===== src/rtl/aibcr3_dcc_cal_ctrl.sv =====
// DCC delay-line calibration controller: 11-bit successive-approximation search
// on a phase-detector result. Define AIBCR3_DCC_CAL_TRACK_EN to enable post-lock tracking.
module aibcr3_dcc_cal_ctrl (
  input  logic        clk,
  input  logic        rstb,
  input  logic        cal_start,
  input  logic [3:0]  settle_cfg,
  input  logic        pd_out,
  output logic        launch,
  output logic        measure,
  output logic [10:0] gray,
  output logic [10:0] code_bin,
  output logic        dll_lock_reg,
  output logic        cal_busy,
  output logic        cal_done
);

  typedef enum logic [2:0] {
    ST_IDLE   = 3'd0,
    ST_SETTLE = 3'd1,
    ST_FIRE   = 3'd2,
    ST_EVAL   = 3'd3,
    ST_LOCK   = 3'd4
  } state_e;

  localparam logic [10:0] CODE_MSB = 11'h400;
  localparam logic [10:0] CODE_MAX = 11'h7FF;
  localparam logic [3:0]  BIT_MSB  = 4'd10;

  // Reset asserts asynchronously but releases two clk edges after rstb rises.
  logic [1:0] rst_sync_q;
  logic       rst_n;

  always_ff @(posedge clk or negedge rstb) begin
    if (!rstb) rst_sync_q <= 2'b00;
    else       rst_sync_q <= {rst_sync_q[0], 1'b1};
  end

  assign rst_n = rst_sync_q[1];

  state_e      state_q, state_d;
  logic [3:0]  bit_q, bit_d;
  logic [3:0]  wait_q, wait_d;
  logic [10:0] code_q, code_d;
  logic [10:0] gray_q, gray_d;
  logic [10:0] bit_mask;
  logic        launch_q, launch_d;
  logic        busy_q, busy_d;
  logic        done_q, done_d;
  logic        lock_q, lock_d;
  logic        start_cal;
`ifdef AIBCR3_DCC_CAL_TRACK_EN
  logic [5:0]  trk_cnt_q, trk_cnt_d;
`endif

  assign start_cal = cal_start && ((state_q == ST_IDLE) || (state_q == ST_LOCK));
  assign bit_mask  = 11'd1 << bit_q;

  // NOTE: every always_comb output gets a default first, so no path can infer a latch.
  always_comb begin
    state_d = state_q;
    bit_d   = bit_q;
    wait_d  = wait_q;
    code_d  = code_q;
`ifdef AIBCR3_DCC_CAL_TRACK_EN
    trk_cnt_d = 6'd0;
`endif

    if (start_cal) begin
      state_d = ST_SETTLE;
      code_d  = CODE_MSB;
      bit_d   = BIT_MSB;
      wait_d  = settle_cfg;
    end else begin
      case (state_q)
        ST_IDLE: ;
        ST_SETTLE: begin
          if (wait_q == 4'd0) state_d = ST_FIRE;
          else                wait_d  = wait_q - 4'd1;
        end
        ST_FIRE: begin
          state_d = ST_EVAL;
          wait_d  = settle_cfg;
        end
        ST_EVAL: begin
          if (wait_q != 4'd0) begin
            wait_d = wait_q - 4'd1;
          end else begin
            // Late delay-line edge means the trial code overshoots: drop the bit.
            if (pd_out) code_d = code_d & ~bit_mask;
            if (bit_q != 4'd0) begin
              code_d  = code_d | (bit_mask >> 1);
              bit_d   = bit_q - 4'd1;
              wait_d  = settle_cfg;
              state_d = ST_SETTLE;
            end else begin
              state_d = ST_LOCK;
            end
          end
        end
        ST_LOCK: begin
`ifdef AIBCR3_DCC_CAL_TRACK_EN
          trk_cnt_d = trk_cnt_q + 6'd1;
          if (trk_cnt_q == 6'd63) begin
            if (pd_out) begin
              if (code_q != 11'd0) code_d = code_q - 11'd1;
            end else begin
              if (code_q != CODE_MAX) code_d = code_q + 11'd1;
            end
          end
`endif
        end
        default: state_d = ST_IDLE;
      endcase
    end
  end

  // Outputs are registered from next-state values so they line up with state_q.
  always_comb begin
    launch_d = (state_d == ST_FIRE);
    busy_d   = (state_d == ST_SETTLE) || (state_d == ST_FIRE) || (state_d == ST_EVAL);
    lock_d   = (state_d == ST_LOCK);
    done_d   = lock_d && (state_q != ST_LOCK);
    gray_d   = code_d ^ (code_d >> 1);
  end

  // NOTE: sequential state uses non-blocking assignments only, so every flop
  // samples pre-edge values regardless of process ordering.
  always_ff @(posedge clk or negedge rst_n) begin
    if (!rst_n) begin
      state_q  <= ST_IDLE;
      bit_q    <= BIT_MSB;
      wait_q   <= 4'd0;
      code_q   <= 11'd0;
      gray_q   <= 11'd0;
      launch_q <= 1'b0;
      busy_q   <= 1'b0;
      done_q   <= 1'b0;
      lock_q   <= 1'b0;
    end else begin
      state_q  <= state_d;
      bit_q    <= bit_d;
      wait_q   <= wait_d;
      code_q   <= code_d;
      gray_q   <= gray_d;
      launch_q <= launch_d;
      busy_q   <= busy_d;
      done_q   <= done_d;
      lock_q   <= lock_d;
    end
  end

`ifdef AIBCR3_DCC_CAL_TRACK_EN
  always_ff @(posedge clk or negedge rst_n) begin
    if (!rst_n) trk_cnt_q <= 6'd0;
    else        trk_cnt_q <= trk_cnt_d;
  end
`endif

  assign launch       = launch_q;
  assign measure      = launch_q;
  assign gray         = gray_q;
  assign code_bin     = code_q;
  assign dll_lock_reg = lock_q;
  assign cal_busy     = busy_q;
  assign cal_done     = done_q;

endmodule


===== config.mk =====
export PLATFORM = sky130hd
export DESIGN_NAME = aibcr3_dcc_cal_ctrl
export DESIGN_NICKNAME = d
export VERILOG_FILES = /design/src/rtl/aibcr3_dcc_cal_ctrl.sv
export SDC_FILE = /design/constraint.sdc
export NUM_CORES = 1
export LEC_CHECK = 0
export CAP_MARGIN = 20
export CORE_UTILIZATION = 47
export DETAILED_ROUTE_END_ITERATION = 6
export PLACE_DENSITY = 0.77
export SLEW_MARGIN = 20
export SYNTH_ARGS = -nofsm -noshare
export SYNTH_HDL_FRONTEND = slang
export SYNTH_SLANG_ARGS = --single-unit

===== constraint.sdc =====
create_clock -name clk -period 1 [get_ports clk]
set_input_delay 0.3 -clock clk [delete_from_list [all_inputs] [get_ports clk]]
set_output_delay 0.3 -clock clk [all_outputs]
set_load 0.02 [all_outputs]

# Word-level counts from Yosys, hierarchy flattened
# Cells that the tools add are included.
dict set report word_totals {
  input_bits 8
  out_inout_bits 27
  reg_bits 39
  word_cells 66
  mem_count 0
  ramBits 0
  latchBits 0
  mem_bits_ro 0
}
dict set report op_classes {
  order_cmp 0
  addsub 2
  bitwise_logic 4
  n_reduce_logical 15
  mux 22
  mul 0
  n_shift 1
  n_eq_ne 12
  div_mod_pow 0
}
# operator count
set ops {}
lappend ops {{$mux 11} 8}
lappend ops {{$mux 4} 8}
lappend ops {{$eq 3x2->1 const B} 4}
lappend ops {{$mux 3} 4}
lappend ops {{$pmux 3 s4} 1}
lappend ops {{$pmux 4 s3} 1}
lappend ops {{$reduce_bool 4->1} 3}
lappend ops {{$and 11x11->11} 1}
lappend ops {{$not 11->11} 1}
lappend ops {{$or 11x10->11} 1}
lappend ops {{$shl 1x4->11 const A} 1}
lappend ops {{$xor 11x10->11} 1}
lappend ops {{$sub 4x1->4 const B} 2}
lappend ops {{$eq 3x1->1 const B} 2}
lappend ops {{$eq 3x3->1 const B} 2}
lappend ops {{$ne 3x3->1 const B} 2}
lappend ops {{$reduce_and 3->1} 2}
lappend ops {{$logic_not 4->1} 1}
lappend ops {{$ne 4x4->1 const B} 1}
lappend ops {{$reduce_bool 2->1} 2}
lappend ops {{$logic_not 3->1} 1}
lappend ops {{$logic_or 1x1->1} 3}
lappend ops {{$logic_and 1x1->1} 2}
lappend ops {{$ne 2x2->1 const B} 1}
lappend ops {{$reduce_or 2->1} 1}

# Depth between registers and ports, before layout
dict set report logic_depth {
  word_depth 13
  ltp_mapped 10
  mapped_depth_nobuf 8
}

# Worst setup path after synthesis
# Ideal clock, no wire load.
dict set report synth_path {
  path_type {register -> register}
  start {register bit_q[0]}
  end {register wait_q[0]}
  n_path_buf 2
  stages_incl_launch_ff 11
  period_less_slack_ns 1.991
  setup_slack_ns -0.991
  t_required_ns 0.876
  setup_time_ns 0.124
  arrival_ns 1.867
  path_cell_list {dfrtp_1 > inv_1 > ha_1 > clkbuf_1 > nand2_1 > o31ai_1 > a22o_1 > buf_2 > inv_2 > and3_1 > a211o_1}
}
dict set report synth_between {
  elab_chain_cells 3
}
# item line
set synth_rtl {}
lappend synth_rtl {{start: declaration} 42} ;# logic [3:0] bit_q, bit_d;
lappend synth_rtl {{start signal: assignment} 142} ;# bit_q <= bit_d;
lappend synth_rtl {{$reduce_bool 4->1} 91} ;# if (bit_q != 4'd0) begin
lappend synth_rtl {{$ne 4x4->1 (no line)} -}
lappend synth_rtl {{$reduce_and 3->1 (no line)} -}
lappend synth_rtl {{end signal: assignment} 143} ;# wait_q <= wait_d;
lappend synth_rtl {{end: declaration} 43} ;# logic [3:0] wait_q, wait_d;
# Every way passes these cells.
# A chain may end at the register's enable or synchronous reset.

# Final worst setup path
dict set report layout_path {
  start {register wait_q[0]}
  end {register wait_q[1]}
}
dict set report layout_between {
  elab_chain_cells 4
  elab_cells_between_ends 10
  classes_between {add/sub (1); eq/ne (2); mux (4); reduce/logical (3)}
}
# item line
set layout_rtl {}
lappend layout_rtl {{$sub 4x1->4 or $reduce_bool 4->1 (tied branches)} {79, 87, 86}}
lappend layout_rtl {{$mux 4 (on tied branches)} {86, 78}}
lappend layout_rtl {{$pmux 4 s3} 75} ;# case (state_q)
lappend layout_rtl {{$mux 4} 69} ;# if (start_cal) begin
# Several ways; a longest one is shown, not always the timed one. The select of a mux whose other input is x is not followed.

==> flow_summary.yaml <==
worst_setup_path:
  r2r-start: "wait_q[0]"
  timing.rr.end: "wait_q[1]"
  worstPathMaxFanout: 5
  r2r_setup_slack_ns: -1.06
  r2r_cells: 8
  crit_arrival_ns: 2.23
  critPathLaunchType: "register"
  cp.required_ns: 1.17
  cp-end-kind: "register"
  path_class: "reg2reg"
logic_synthesis:
  synth-seq-cells: 38
  synth_top_area_share_pct: 46.48
  yosysUniqueCellTypes: 49
  synth_area_leaders: "dfrtp_1 46%, nor2_1 4.1%, ha_1 3.9%"
  syn_nets: 195
  ys.flop_type: "dfrtp_1"
  avgSynthCellArea_um2: 10.71
  yosys.area.top_type: "dfrtp_1"
  synth_edf_count: 0
  yosys-top-cells-count: "36 x dfrtp_1, 21 x nor2_1, 11 x nand2_1"
  synth-seq-area-share_pct: 49.19
  yosysWarnings: 0
  synth_area_um2: 1938
  synthCells: 181
  post-synth-top-count-cell: "dfrtp_1"
  synthArstFlopShare_pct: 100.0
final_layout:
  ff_latch_area_um2: 955.9
  antenna-diode-count: 0
  final_cells: 333
  num-fill-cells: 149
  multi_input_area_um2: 1192
  area_delta_synth_final_pct: 73.40
  fin_area_um2: 3361
  drive_gt1_share_pct: 60.35
  largest_register_ff_count: 11
  nNetsFinal: 298
global_routing:
  globalRouteOverflowTotal: 0
  grt_pass1_vias: 1919
  antenna_found_initial: 0
  grt_max_degree: 37
  grt_pass1_wl_um: 9446
  grt_util_all_layers_pct: 29.32
detailed_routing:
  drtPass1Iterations: 5
  drtIter0Drc: 156
  drc: 0
  viasPerCell: 6.003
  wl_um: 6986
  post_drt_wl_per_cell_um: 20.98
  via_count: 1999
  ant_nets: 0
clock_tree:
  cts_tree: "yes"
  clkTransAtPathRegs_ns: 0.07
  cts-htree-levels: 2
  cts_root_buf: "clkbuf_8"
  ctsHoldBuffers: 0
  cts_buffers: 5
  cts_max_path_buffers: 2
  clk_latency_ns: 0.30
  clkSinkCount: 38
placement:
  dpl_cell_area_um2: 2748
  placed_cells: 299
  place.gp.congestion: 0.9108
  dp_hpwl_um: 3428
  post-place-ws_ns: -1.114
  io_buffers: 34
die:
  die_h_um: 66.22
  pin_count: 35
  core_region_area_um2: 3799
  start_util_pct: 51.02
  dieArea_um2: 4384
  num_rows: 22
  die_w_um: 66.22
sta:
  fin_skew_ns: 0.007500
  hold_violations: 0
  finalCritPeriodShare_pct: 205.8
  finalSetupViolations: 63
  setup_ws_ns: -1.058
  rsz0062_at_grt: "true"
  period_needed_ns: 2.058
  final-max-slew-violation-count: 0
  finalSetupTns_ns: -32.67
  worst_hold_slack_ns: 0.1678
  max_freq_mhz: 485.9
pwr:
  p_per_area_nw_per_um2: 3038
  power.leakage_nw: 1.588
  ir_drop_mv: 2.580
job:
  maxCapViolCount: 0
status:
  violations: "setup timing"
  status: "finished, violations left"
worst_hold_path:
  min_path_type: "in2async"
==> cell families (layout without fill, tap and decap cells) <==
kind of cell,Yosys count,count (layout),synth area share (%)
AND/OR/NAND/NOR,70,70,21.89
flip-flops,38,38,49.19
AO/OA/AOI/OAI,35,35,14.59
buffers and inverters,18,122,4.389
XOR/XNOR,13,13,5.875
adder cells (fa/ha/maj),6,6,3.873
other,1,1,0.1935
==> area by class of cell <==
type	count	share of cell area, %
clock buffer	7	2.569
clock inverter	1	0.1489
sequential	38	28.44
tap	48	1.787
multi-input combinational	125	35.48
inverter	5	0.7074
timing repair buffer	109	30.86
==> per-layer routing <==
layer	track usage, %	wire length [µm]
met1	37.49	2871
met2	50.13	3452
met3	5.517	527
met4	8.777	133
met5	0	0
==> critical path, stage by stage, from the launching register on <==
cell,delay (ns)
dfrtp_1,0.41
inv_2,0.09
ha_4,0.16
or3b_4,0.40
o211ai_1,0.28
buf_4,0.22
nor2_1,0.06
a211oi_2,0.21
a21oi_1,0.10
==> how the worst max path moves through the flow <==
stage / from / to / cells past startpoint
global placement: wait_q[1] / wait_q[0] / 8
global route: wait_q[0] / wait_q[1] / 8
finish: wait_q[0] / wait_q[1] / 8
CTS: state_q[2] / gray[2] / 5
floorplan: wait_q[0] / wait_q[0] / 6
detailed placement: wait_q[1] / wait_q[0] / 8
==> stage by stage <==
stage	total power, W	util [%]
finish	0.01021	88.47
global route	0.01060	88.47
CTS	0.008886	82.18
detailed placement	0.006828	72.33
global placement	0.006639	72.33
floorplan	0.005017	-
==> layout by cell type (no fill, tap or decap), types with 2 or more instances in the layout <==
cell             netlist  routed
and2_4                 0       6
nand2_2                0       5
inv_2                  1       4
nand2_1               11       5
buf_12                 0       2
clkdlybuf4s50_1        0       7
nor3_4                 0       3
dfrtp_1               36      34
xor2_1                 7       7
or3b_4                 0       2
dfrtp_2                0       2
clkbuf_8               0       6
a21o_1                 2       2
o41a_1                 3       3
nor2_1                21      18
o21ai_1                0       6
o21a_1                 2       2
buf_6                  1      45
xnor2_1                6       4
nor3b_2                0       2
nor4b_4                0       3
nor2_2                 0       2
nor3_1                 5       2
a32o_2                 1       5
and2_1                 7       2
nand4_1                3       3
or3_1                  2       2
buf_4                  2      54
and3_1                 2       2
dfstp_2                2       2
a21oi_1                5       4
nor3b_1                4       2
ha_4                   0       5
nand2b_4               1       2
==> repair_timing <==
action | CTS | global route
pin swaps | 28 | 22
hold endpoints to repair | 0 | 0
endpoints found under the setup margin | 63 | 63
setup buffers | 15 | 12
gates resized for setup | 200 | 33
gates cloned | 1 | 0
==> where the power goes <==
group,internal (W),switching [W]
Sequential,0.00203,0.000415
Combinational,0.00340,0.00326
Clock,0.000556,0.000553
Total,0.00598,0.00423
(Power assumes the default switching activity.)
